`config.mk`:
```
export PLATFORM = sky130hd
export DESIGN_NAME = cdc_handshake_tx
export DESIGN_NICKNAME = d
export VERILOG_FILES = /design/src/rtl/cdc_handshake_tx.sv
export SDC_FILE = /design/constraint.sdc
export NUM_CORES = 1
export LEC_CHECK = 0
export ABC_AREA = 1
export ABC_CLOCK_PERIOD_IN_PS = 1370
export BUFFER_PORTS_ARGS = -buffer_cell sky130_fd_sc_hd__clkbuf_2
export CAP_MARGIN = 5
export CORE_MARGIN = 4
export CORE_UTILIZATION = 48
export DETAILED_ROUTE_END_ITERATION = 7
export GPL_TIMING_DRIVEN = 1
export PLACE_DENSITY = 0.82
export RECOVER_POWER = 25
export SYNTH_ARGS = -nofsm -noshare
export SYNTH_HDL_FRONTEND = slang
export SYNTH_SLANG_ARGS = --single-unit
```
`constraint.sdc`:
```
create_clock -name clock_i -period 1.37 [get_ports clock_i]
set_input_delay 0.0685 -clock clock_i [delete_from_list [all_inputs] [get_ports clock_i]]
set_output_delay 0.0685 -clock clock_i [all_outputs]
set_load 0.02 [all_outputs]
```
`src/rtl/cdc_handshake_tx.sv`:
```
// Source side of a four-phase req/ack handshake carrying a bundled data word
// into another clock domain, with a completed-transfer counter.
module cdc_handshake_tx #(
  parameter int DATA_WIDTH = 8,
  parameter int CNT_WIDTH  = 8
) (
  input  logic                  clock_i,
  input  logic                  reset_i,
  input  logic                  valid_i,
  input  logic [DATA_WIDTH-1:0] data_i,
  output logic                  ready_o,
  output logic                  req_o,
  output logic [DATA_WIDTH-1:0] data_o,
  input  logic                  ack_i,
  output logic                  done_o,
  output logic [CNT_WIDTH-1:0]  count_o
);

  typedef enum logic [1:0] {
    IDLE     = 2'd0,
    REQ_HIGH = 2'd1,
    REQ_LOW  = 2'd2
  } state_t;

  state_t state;
  state_t state_next;
  logic   stage1;
  logic   ack_s;
  logic   accept;
  logic   drop;
  logic   finish;

  // ack comes from the destination clock domain; nothing but ack_s may see it.
  always_ff @(posedge clock_i or posedge reset_i) begin
    if (reset_i) begin
      stage1 <= 1'b0;
      ack_s  <= 1'b0;
    end else begin
      stage1 <= ack_i;
      ack_s  <= stage1;
    end
  end

  always_ff @(posedge clock_i or posedge reset_i) begin
    if (reset_i) begin
      state <= IDLE;
    end else begin
      state <= state_next;
    end
  end

  always_comb begin
    state_next = state;
    case (state)
      IDLE:     if (accept) state_next = REQ_HIGH;
      REQ_HIGH: if (ack_s)  state_next = REQ_LOW;
      REQ_LOW:  if (!ack_s) state_next = IDLE;
      default:  state_next = IDLE;
    endcase
  end

  always_comb begin
    ready_o = (state == IDLE) && !ack_s;
    accept  = valid_i && ready_o;
    drop    = (state == REQ_HIGH) && ack_s;
    finish  = (state == REQ_LOW) && !ack_s;
  end

  // req_o and data_o come straight from flops so the destination never sees a
  // decode glitch; data_o holds until the next accepted word.
  always_ff @(posedge clock_i or posedge reset_i) begin
    if (reset_i) begin
      req_o   <= 1'b0;
      data_o  <= '0;
      done_o  <= 1'b0;
      count_o <= '0;
    end else begin
      done_o <= finish;
      if (accept) begin
        req_o  <= 1'b1;
        data_o <= data_i;
      end else if (drop) begin
        req_o <= 1'b0;
      end
      if (finish) begin
        count_o <= count_o + CNT_WIDTH'(1);
      end
    end
  end

endmodule

```
==> flow_results.org, run 1 <==
** Pwr
- Internal power comes to 0.00111 W.
- Summed over all nets, the switching power comes to 0.000652 W.
- Registers are responsible for 51.5% of the overall power.
- Of the total power, the share spent switching nets is 37.0%.
- Logic pwr share :: 33.2%
- Pwr Density :: 1440 nW/µm²
- Clock network fraction of design power :: 15.3%
- In this run the static leakage power is 0.718 nW.
- VDD IR max :: ~1.1 mV

** Logic synthesis
- The biggest area contributor in the post-synthesis netlist is dfrtp_1.
- The netlist uses 15 different library cells.
- For this run, asynchronously set or reset flops after synthesis account for 100%.
- By area the synthesized netlist is led by dfrtp_1, nand2_1, nand3_1.
- Counting every net in the synthesized netlist gives 113.
- Dividing the synthesized area by the synthesized cell count gives 9.20 µm².
- In this run, synthesis inferred 0 flip-flops with an integrated enable.
- Count leader, synth :: nand2_1
- Yosys top cell area share :: about three fifths
- Warning count from the yosys run :: 0
- Primary flip-flop cell chosen by synthesis mapping :: dfrtp_1
- Post-synthesis sequential element count :: 22
- By count the netlist is led by nand2_1, dfrtp_1, nand3_1.
- Cell area after synthesis :: 920 µm²
- Sequential cell area fraction in the yosys report :: approximately 60%
- Synth Instances :: 100

** Drt
- The first TritonRoute pass finished after 4 iterations.
- Antenna-violating nets left :: 0
- After detailed routing, the average wire length per cell comes to 11.1 µm.
- The final layout contains routed wiring with a total length of 1870 µm.
- For this run, design rule violations remaining after detail routing come to 0.
- The routed layout has about 780 vias.
- In this run, the number of DRC markers left after iteration 0 of detailed routing was 17.
- Dividing the detail-routed via count by the number of cells gives 4.65.

** Final layout
- In the final layout, the multi-input gates occupy 317 µm².
- Total Nets Final :: between 150 and 200
- Layout cells sized above 1 :: 27.3%
- Ant diodes :: 0
- Final standard cell area without fillers :: 1220 µm²
- Counting the fill cells in the layout gives 144.
- The area growth from synthesis to layout is 32.7%.
- The count of cells in the finished layout, fillers not included, comes to between 150 and 200.
- Register area :: about 550 µm²

** Floorplanning
- From bottom edge to top edge, the die measures 51.8 µm.
- The initial utilization of the core area, before any placement, comes to between 50% and 60%.
- In this run the horizontal extent of the chip is between 50 and 60 µm.
- Top-Level Pins :: 31
- Cell row count :: 15
- The core region is 1760 µm².
- The die covers 2680 µm².

** Worst setup path
- STA classifies the critical path endpoint as a flip-flop.
- STA puts the critical path data arrival time at 1.46 ns.
- Element type at the critical path start :: flip-flop
- Class of the most critical setup path :: reg -> reg
- Along the worst path, the maximum fanout reaches 4.
- Data required time of the critical path :: 1.56 ns

** Placed design
- The placed instances occupy a cell area of approximately 1100 µm².
- Buffers placed on the I/O ports in this run total 30.
- GP Congestion :: 0.765
- The number of placed instances, taps included, is approximately 160.
- Place WS :: 0.101 ns
- HPWL after DPL :: between 1000 and 1500 µm

** CTS
- Counting along the longest clock path gives a buffer depth of 2.
- Clock insertion delay at the later pin of the skew report :: 0.29 ns
- Clock tree from TritonCTS :: yes
- CTS H-tree depth :: 1
- CTS saw 22 sinks.
- Post-CTS clock slew at the launch and capture registers of the worst setup and hold paths :: about 0.11 ns
- Clock buffer count from CTS :: 3
- Clock tree synthesis selected as its root buffer the cell clkbuf_4.

** STA
- Final Critical Period :: 1.27 ns
- Part of the cycle the worst path needs :: around 93%
- Measured against its own limit, the worst slew margin works out to 66.3%.
- Setup repair after global routing left no endpoint under its margin.
- For this run, the top clock speed supported by timing is 0.789 GHz.
- Total Negative Setup Slacks :: 0 ns
- Setup violations remaining at the end of the flow were counted as 0.
- Hold is met by 0.00404 ns.
- On the final layout, the worst clock skew is between 0.005 and 0.006 ns.
- Number of hold violations in the final report :: 0
- For the pin with the worst max-slew slack, the measured transition is 0.506 ns.
- Post-layout worst setup margin :: 0.103 ns
- Count of final max-slew check failures :: 0

** Status
- Run status :: complete, no violations

** Global route
- First-pass GRT wire length :: between 3000 and 4000 µm
- Total congestion overflow after global routing :: 0
- The initial antenna violation count is 0.
- Pin count of the biggest net entering global routing :: 23
- The via count of the first global-routing pass is 812.
- For this run, the total global-route usage over all layers was measured as 16.6%.

** Worst hold path
- In this run the worst hold path is classified as in -> reg.

** Run
- Max-capacitance violation count :: 0
[power by group through the flow]
stage	Combinational (W)	Clock [W]	Sequential (W)
2_1_floorplan	0.000191	0	0.00107
3_3_place_gp	0.000544	0	0.000915
3_5_place_dp	0.000556	0	0.000923
4_1_cts	0.000589	0.000281	0.000909
5_1_grt	0.000642	0.000312	0.000932
6_report	0.000584	0.000270	0.000907
[path summary, 6_finish.rpt]
kind                       slack (ns)             start                endpoint  cells past startpoint
min in group asynchronous        0.40           reset_i   data_o[3]$_DFFE_PP0P_                      4
setup / recovery                 0.10   ack_s$_DFF_PP0_  count_o[5]$_DFFE_PP0P_                      6
hold / removal                  0.004         data_i[5]   data_o[5]$_DFFE_PP0P_                      3
hold reg to reg                  0.35  stage1$_DFF_PP0_         ack_s$_DFF_PP0_                      0
max in group asynchronous        0.63           reset_i  count_o[3]$_DFFE_PP0P_                      4
setup reg to reg                 0.10   ack_s$_DFF_PP0_  count_o[5]$_DFFE_PP0P_                      6
[registers in the layout, summed over array words and instances (netlist names)]
register,cells
ack_s,1
data_o,8
req_o,1
stage1,1
state,2
done_o,1
count_o,8
[layout by cell type (no fill, tap or decap), types with 2 or more instances in the layout]
master	Yosys	layout
buf_4	0	2
clkbuf_2	0	31
clkbuf_4	0	3
dfrtp_1	22	22
dlygate4sd3_1	0	8
inv_1	13	13
nand2_1	33	33
nand3_1	15	15
nor2_1	4	4
o21ai_0	2	2
xnor2_1	2	2
xor2_1	2	2
[worst max-delay path, stage by stage (launching register included)]
cell and delay, ns:
dfrtp_1 0.45, inv_1 0.13, nand3_1 0.15, nor2_1 0.23
nand3_1 0.10, nand2_1 0.08, inv_1 0.04
[per-layer routing]
layer	vias to the layer above	routed length (µm)	GRT usage, %
met2	15	1040	30.3
met4	0	12	6.99
met5	-	0	0
li1	399	-	-
met3	2	68	2.58
met1	366	751	19.0
[stage by stage]
stage          power [W]  utilization [%]
4_1_cts          0.00178             68.7
3_3_place_gp     0.00146             62.6
2_1_floorplan    0.00126                -
6_report         0.00176             69.1
5_1_grt          0.00189             69.1
3_5_place_dp     0.00148             62.6
[cell families (layout without fill, tap and decap cells)]
| group | count (synthesis) | count (layout) | share of synthesized area [%] |
|---|---|---|---|
| buffers and inverters | 14 | 57 | 5.71 |
| AOI/OAI and AO/OA | 3 | 3 | 1.63 |
| adders and majority gates | 1 | 1 | 1.36 |
| DFF | 22 | 22 | 59.9 |
| and+or+nand+nor | 56 | 56 | 27.6 |
| xor gates and xnor gates | 4 | 4 | 3.81 |
[what timing repair did]
item,CTS,global route
buffers inserted,2,0
hold endpoints to repair,28,1
gates resized for setup,0,0
hold buffers,7,1
setup endpoints to repair,1,0
[layout make-up]
type,instances,area share (%)
repair buffers,41,20.5
clock buffers,3,1.85
flip-flops and latches,22,45.1
multi-input cells,64,25.9
well taps,25,2.56
inverters,13,4.00
No activity file was read; power rests on OpenSTA's default activity.
==> run 2, diff against run 1 <==
- REMOVE_ABC_BUFFERS: not set -> 1
==> run 2 against run 1 <==
Sequential power about the same. First-iteration DRC count decreased by 18%. Design area rose by 0.62%. Critical path depth shrank 4. Utilization is 0.43 points higher. Routed wire length up 6.4%. Clock skew fell by 0.0042 ns. Flip-flop and latch count unchanged. Critical endpoint is now ready_o. Largest cell class unchanged.
==> flow_results.org, run 2 (synthesis results as in run 1) <==
** Drt
- The final layout contains routed wiring with a total length of around 2000 µm.
- Routed via count divided by cell count :: 4.76
- Drt first-iter violations :: 14
- Average wire per cell in the routed design :: 11.8 µm
- Number of detailed-routing iterations run before antenna repair :: 4
- Antenna-violating nets left :: 0
- Across all layers, the routed design uses 800 vias.
- Number of remaining DRC errors :: 0

** Pwr
- The share of total power dissipated in the clock network is 15.7%.
- VDD IR max :: 0.815 mV
- Net switching is 37.6% of the power.
- Net switching power :: between 0.0006 and 0.0007 W
- Sequential cells burn 51.3% of the power.
- Power comes to 0.00177 W.
- Leakage component of the power :: 0.717 nW
- Cell internal power dissipation :: 0.00111 W
- Logic pwr share :: around a third
- Pwr Density :: 1440 nW/µm²

** Worst setup path
- The worst setup path is launched from a flip-flop.
- At the worst endpoint, the required time is 1.30 ns.
- Worst Path Arrival :: 1.15 ns
- Along the worst path, the maximum fanout reaches 2.
- STA classifies the critical path endpoint as an output pin.
- The setup path with the least slack is of type reg -> out.
- The worst register-to-register path has a setup slack of ~0.15 ns.

** Floorplanning
- Once the floorplan was initialized, standard cells occupied 52.1% of the core.
- Chip Height :: 51.8 µm
- The floorplan step defined a die boundary enclosing 2680 µm².
- Top-Level Pins :: 31
- Cell row count :: 15
- In this run the standard cell core region covers 1760 µm².
- The die is 51.8 µm wide.

** Final layout
- Register area :: 551 µm²
- Leaving out fill and tap cells, the most frequent cells in the layout are nand2_1, clkbuf_2, dfrtp_1.
- After filler insertion, the fill cell instance count of the layout stands at 143.
- The post-route netlist has 28.0% of its cells at a drive strength greater than 1.
- The library cell used most frequently in the layout, excluding fill and tap cells, is nand2_1.
- Ant diodes :: 0
- From synthesis to final layout, the design area changed by 33.5%.
- Once layout is done, the placed cells without fillers occupy between 1000 and 1500 µm².
- In the final layout, the multi-input gates occupy 322 µm².
- The finished layout holds around 170 standard cells, fillers aside.
- Total Nets Final :: ~160
- Registers with the highest flip-flop counts :: count_o (8), data_o (8), state (2)

** Global route
- The via count of the first global-routing pass was slightly below 800.
- The initial antenna violation count is 0.
- Entering global routing, the biggest net connects 23 pins.
- After global routing the overflow that remains totals 0.
- First-pass GRT wire length :: 3400 µm
- Global routing used 16.9% of the available tracks.

** Run
- Max-capacitance violation count :: 0

** STA
- After layout, the minimum clock period comes to 1.22 ns.
- Total Negative Setup Slacks :: 0 ns
- Setup repair after global routing left no endpoint under its margin.
- Part of the cycle the worst path needs :: 88.8%
- Derived from the worst setup path, the maximum achievable clock frequency is 0.822 GHz.
- Count of final max-slew check failures :: 0
- Slew at the pin with the worst max-slew slack :: between 0.5 and 0.6 ns
- Between clock sinks in the finished design, the worst skew comes to 0.00125 ns.
- Number of hold violations in the final report :: 0
- Setup violations remaining at the end of the flow were counted as 0.
- Post-layout worst setup margin :: 0.153 ns
- Measured against its own limit, the worst slew margin works out to 65.0%.

** Placed design
- The number of placed instances, taps included, is 155.
- Before CTS, the worst setup slack after placement is between 0.1 and 0.15 ns.
- The placed instances occupy a cell area of about 1100 µm².
- Quantity of I/O buffers inserted on ports :: 30
- GP Congestion :: a little under 0.8
- The wire-length estimate of the detail-placed layout is 1380 µm.

** CTS
- Clock tree synthesis selected as its root buffer the cell clkbuf_4.
- At the later pin of the worst-skew pair, clock insertion delay measures 0.29 ns.
- The clock net in this run drives a total of 22 sinks.
- The clock passes through at most 2 buffers.
- Clock tree from TritonCTS :: yes
- CTS H-tree depth :: 1
- Clock buffer count from CTS :: 3
- Clock-pin slew was measured on the worst setup and hold paths at 0.11 ns.

** Worst hold path
- Hold crit path type :: in -> reg

** Status
- Run status :: complete, no violations
run 2: changes by cell type in the layout (fill, tap and decap cells not counted), sizes merged:
cell         delta
buf             -1
dlygate4sd3     +1
run 2: worst max-delay path, cell delays in order (launching register included):
cell and delay [ns]:
dfrtp_1 0.43, nor3_4 0.22, clkbuf_2 0.20
run 2: routing by layer:
metal / part of all wire [%] / vias to the layer above / global-route usage, % / routed length [µm]
met5: 0 / - / 0 / 0
met4: 0.85 / 0 / 5.24 / 17
met3: 4.3 / 2 / 2.58 / 86
met2: 52 / 22 / 29.0 / 1040
met1: 43 / 379 / 21.9 / 849
li1: - / 397 / - / -
run 2: worst paths after layout:
| kind | from | end | depth (start not counted) |
|---|---|---|---|
| worst max-delay path | state[0]$_DFFE_PP0P_ | ready_o | 2 |
| worst min-delay path | data_i[5] | data_o[5]$_DFFE_PP0P_ | 3 |
| worst max register to register | ack_s$_DFF_PP0_ | count_o[7]$_DFFE_PP0P_ | 6 |
| worst min register to register | stage1$_DFF_PP0_ | ack_s$_DFF_PP0_ | 0 |
| max in group asynchronous | reset_i | data_o[1]$_DFFE_PP0P_ | 4 |
| min in group asynchronous | reset_i | data_o[4]$_DFFE_PP0P_ | 4 |
run 2: per-stage QoR:
step	utilization (%)	hold slack, ns
floorplan	-	0.0577
global placement	62.6	0.0891
detailed placement	62.6	0.113
CTS	68.9	0.00111
global route	69.6	0.0194
finish	69.6	0.00446
run 2: cell type report:
type,instances,area share [%]
Sequential cell,22,44.9
Inverter,13,3.98
Timing Repair Buffer,41,20.6
Clock buffer,3,1.83
Tap cell,25,2.55
Multi-Input combinational cell,64,26.2
run 2: power by group through the flow:
stage          sequential (W)  combinational (W)  clock, W
4_1_cts              0.000906           0.000584  0.000285
3_3_place_gp         0.000915           0.000545         0
3_5_place_dp         0.000920           0.000558         0
2_1_floorplan         0.00107           0.000188         0
6_report             0.000909           0.000585  0.000278
5_1_grt              0.000932           0.000641  0.000322
run 2: timing repair:
| item | 4_1_cts | 5_1_grt |
|---|---|---|
| endpoints found under the setup margin | 1 | 3 |
| endpoints found under the hold margin | 29 | 1 |
| gates resized for setup | 0 | 2 |
| pin swaps | 1 | 0 |
| hold buffers | 8 | 1 |
| buffers inserted | 1 | 0 |
==> run 3, diff against run 2 <==
- PLACE_DENSITY: 0.82 -> 0.83
- SLEW_MARGIN: not set -> 20
==> run 3 against run 2 <==
Global-route usage fell by 0.54 points. Critical path depth did not move. Flip-flop and latch count did not move. Largest power group unchanged. Count of clock-buffer cells in the layout did not move. Utilization did not move. Sequential power barely moved. Highest routed layer unchanged. First-iteration DRC count fell by 14%. Design area did not move. Routed wire length fell by 5.8%. Setup slack got worse by 0.036 ns. Combinational power fell by 1%.
==> flow_results.org, run 3 (synthesis results as in run 1) <==
** Status
- The flow ran to the end, and the final reports show no timing, DRC or antenna violations.

** Drt
- The detailed router finished its first iteration with 12 violations.
- Number of remaining DRC errors :: 0
- Summed over all layers, the routed wires come to 1870 µm.
- Number of detailed-routing iterations run before antenna repair :: 4
- Antenna-violating nets left :: 0
- Via count :: 782
- After detailed routing, the number of vias per cell comes to 4.65.
- After detailed routing, the average wire length per cell comes to 11.1 µm.

** Worst setup path
- Reg-to-reg setup timing slack :: 0.15 ns
- Crit path capture type :: output pin
- Element type at the critical path start :: flip-flop
- Data on the critical path arrives at its endpoint at approximately 1.2 ns.
- Worst-path maximum fanout :: 3
- Data on the critical path is required at its endpoint by 1.30 ns.
- Class of the most critical setup path :: reg -> out

** Final layout
- From synthesis to final layout, the design area changed by 33.5%.
- Registers with the highest flip-flop counts :: count_o (8), data_o (8), state (2)
- Layout cells sized above 1 :: 28.0%
- Final standard cell area without fillers :: around 1200 µm²
- Most used cells in the layout excluding fill and tap cells :: nand2_1, clkbuf_2, dfrtp_1
- Total Nets Final :: 158
- Share of the core filled with cells :: 69.6%
- Leaving out fill and tap cells, the most frequent cell in the layout is nand2_1.
- Ant diodes :: 0

** CTS
- Clock tree root driver cell :: clkbuf_4
- The number of clock buffers added by TritonCTS is 3.
- The longest clock path from root to sink contains 2 buffers.
- CTS built an H-tree with a depth of 1.
- For the worst-skew pair, the clock arrives at the later sink with an insertion delay of 0.30 ns.
- The clock net in this run drives a total of 22 sinks.
- After clock tree synthesis, the clock-pin slew on the worst setup and hold paths is 0.11 ns.
- Clock tree from TritonCTS :: yes

** STA
- Unrepaired setup endpoints after global routing :: false
- Between clock sinks in the finished design, the worst skew comes to 0.00191 ns.
- Setup total negative slack on the finished layout was measured at 0 ns.
- Setup violations remaining at the end of the flow were counted as 0.
- Slew at the pin with the worst max-slew slack :: around 0.52 ns
- The final count of hold timing violations is 0.
- The worst pin sits at a relative slew slack of 65.4%.
- Count of final max-slew check failures :: 0
- Final Critical Period :: approximately 1.3 ns
- Max Fclk :: between 0.7 and 0.8 GHz
- Dividing the final minimum period by the clock period gives 91.5%.

** Pwr
- Cell internal power dissipation :: 0.00111 W
- Pwr Density :: 1450 nW/µm²
- In this run the static leakage power is 0.717 nW.
- Register share of total power :: 51.3%
- VDD IR max :: 1.12 mV
- In this run switching power makes up 37.7% of total power.
- Clock network fraction of design power :: about 16%
- Logic pwr share :: roughly 33%
- In this run the power spent charging and discharging nets is 0.000670 W.

** Placed design
- During placement, the flow inserted port buffers numbering 30.
- GP Congestion :: between 0.7 and 0.8
- Summing all placed instances gives a cell area of 1100 µm².
- HPWL after DPL :: 1350 µm

** Global route
- Pin count of the biggest net entering global routing :: 23
- GRT Total Usage :: 16.4%
- After global routing the overflow that remains totals 0.
- The first global-routing pass estimated 3270 µm of wire.
- The via count of the first global-routing pass is 780.
- Number of antenna violations at the first check in global routing :: 0

** Floorplanning
- For this configuration, the core starts out at a cell density of 52.1%.
- Cell row count :: 15
- Measured along the x axis, the die boundary spans 51.8 µm.
- The core region is 1760 µm².
- 31 I/O pins were placed.
- Measured along the y axis, the die boundary spans 51.8 µm.
- The die covers 2680 µm².

** Worst hold path
- The min-delay analysis places its worst path in the category in -> reg.

** Run
- Across the run, the number of max-cap violations was 0.
[run 3: cell counts in the layout (fill, tap and decap cells not counted)]
Identical to the previous run, type by type.
[run 3: path summary, 6_finish.rpt]
path,startpoint,end,cells after the start
min,data_i[7],data_o[7]$_DFFE_PP0P_,3
min in group asynchronous,reset_i,data_o[3]$_DFFE_PP0P_,4
min reg2reg,stage1$_DFF_PP0_,ack_s$_DFF_PP0_,0
max,state[0]$_DFFE_PP0P_,ready_o,2
max reg2reg,state[0]$_DFFE_PP0P_,count_o[5]$_DFFE_PP0P_,7
max in group asynchronous,reset_i,data_o[0]$_DFFE_PP0P_,4
[run 3: metrics by stage]
| stage | cells | worst slack, ns | power (W) | hold WS [ns] |
|---|---|---|---|---|
| after floorplan | 99 | 0.122 | 0.00126 | 0.0577 |
| after global placement | 155 | 0.144 | 0.00146 | 0.0907 |
| after detailed placement | 155 | 0.0999 | 0.00148 | 0.0939 |
| after CTS | 168 | 0.0923 | 0.00178 | 0.000374 |
| after global routing | 168 | 0.0387 | 0.00189 | 0.00428 |
| final | 168 | 0.117 | 0.00178 | 0.00993 |
[run 3: timing repair]
item	4_1_cts	5_1_grt
setup buffers	1	0
hold buffers	9	0
pin swaps	1	0
gates resized for setup	0	2
hold endpoints to repair	30	0
setup endpoints to repair	1	3
[run 3: critical path: stages (launching register included)]
cell	delay (ns)
dfrtp_1	0.43
nor3_4	0.25
clkbuf_2	0.21
[run 3: area by class of cell]
type	instances	area, µm²
Timing Repair Buffer	41	253
Sequential cell	22	551
Clock buffer	3	22.5
Inverter	13	48.8
Multi-Input combinational cell	64	322
Fill cell	137	537
Tap cell	25	31.3
[run 3: metal layers]
metal | routed length, µm | share of wire (%) | track usage (%) | vias up
met2 | 940 | 50 | 26.9 | 13
li1 | - | - | - | 397
met1 | 848 | 45 | 20.5 | 370
met5 | 0 | 0 | 0 | -
met4 | 20 | 1.1 | 7.86 | 0
met3 | 63 | 3.4 | 3.44 | 2
[run 3: power groups by stage]
stage	combinational (W)	clock [W]	sequential (W)
3_3_place_gp	0.000544	0	0.000914
3_5_place_dp	0.000555	0	0.000925
6_report	0.000579	0.000286	0.000910
5_1_grt	0.000641	0.000319	0.000933
2_1_floorplan	0.000188	0	0.00107
4_1_cts	0.000583	0.000291	0.000911
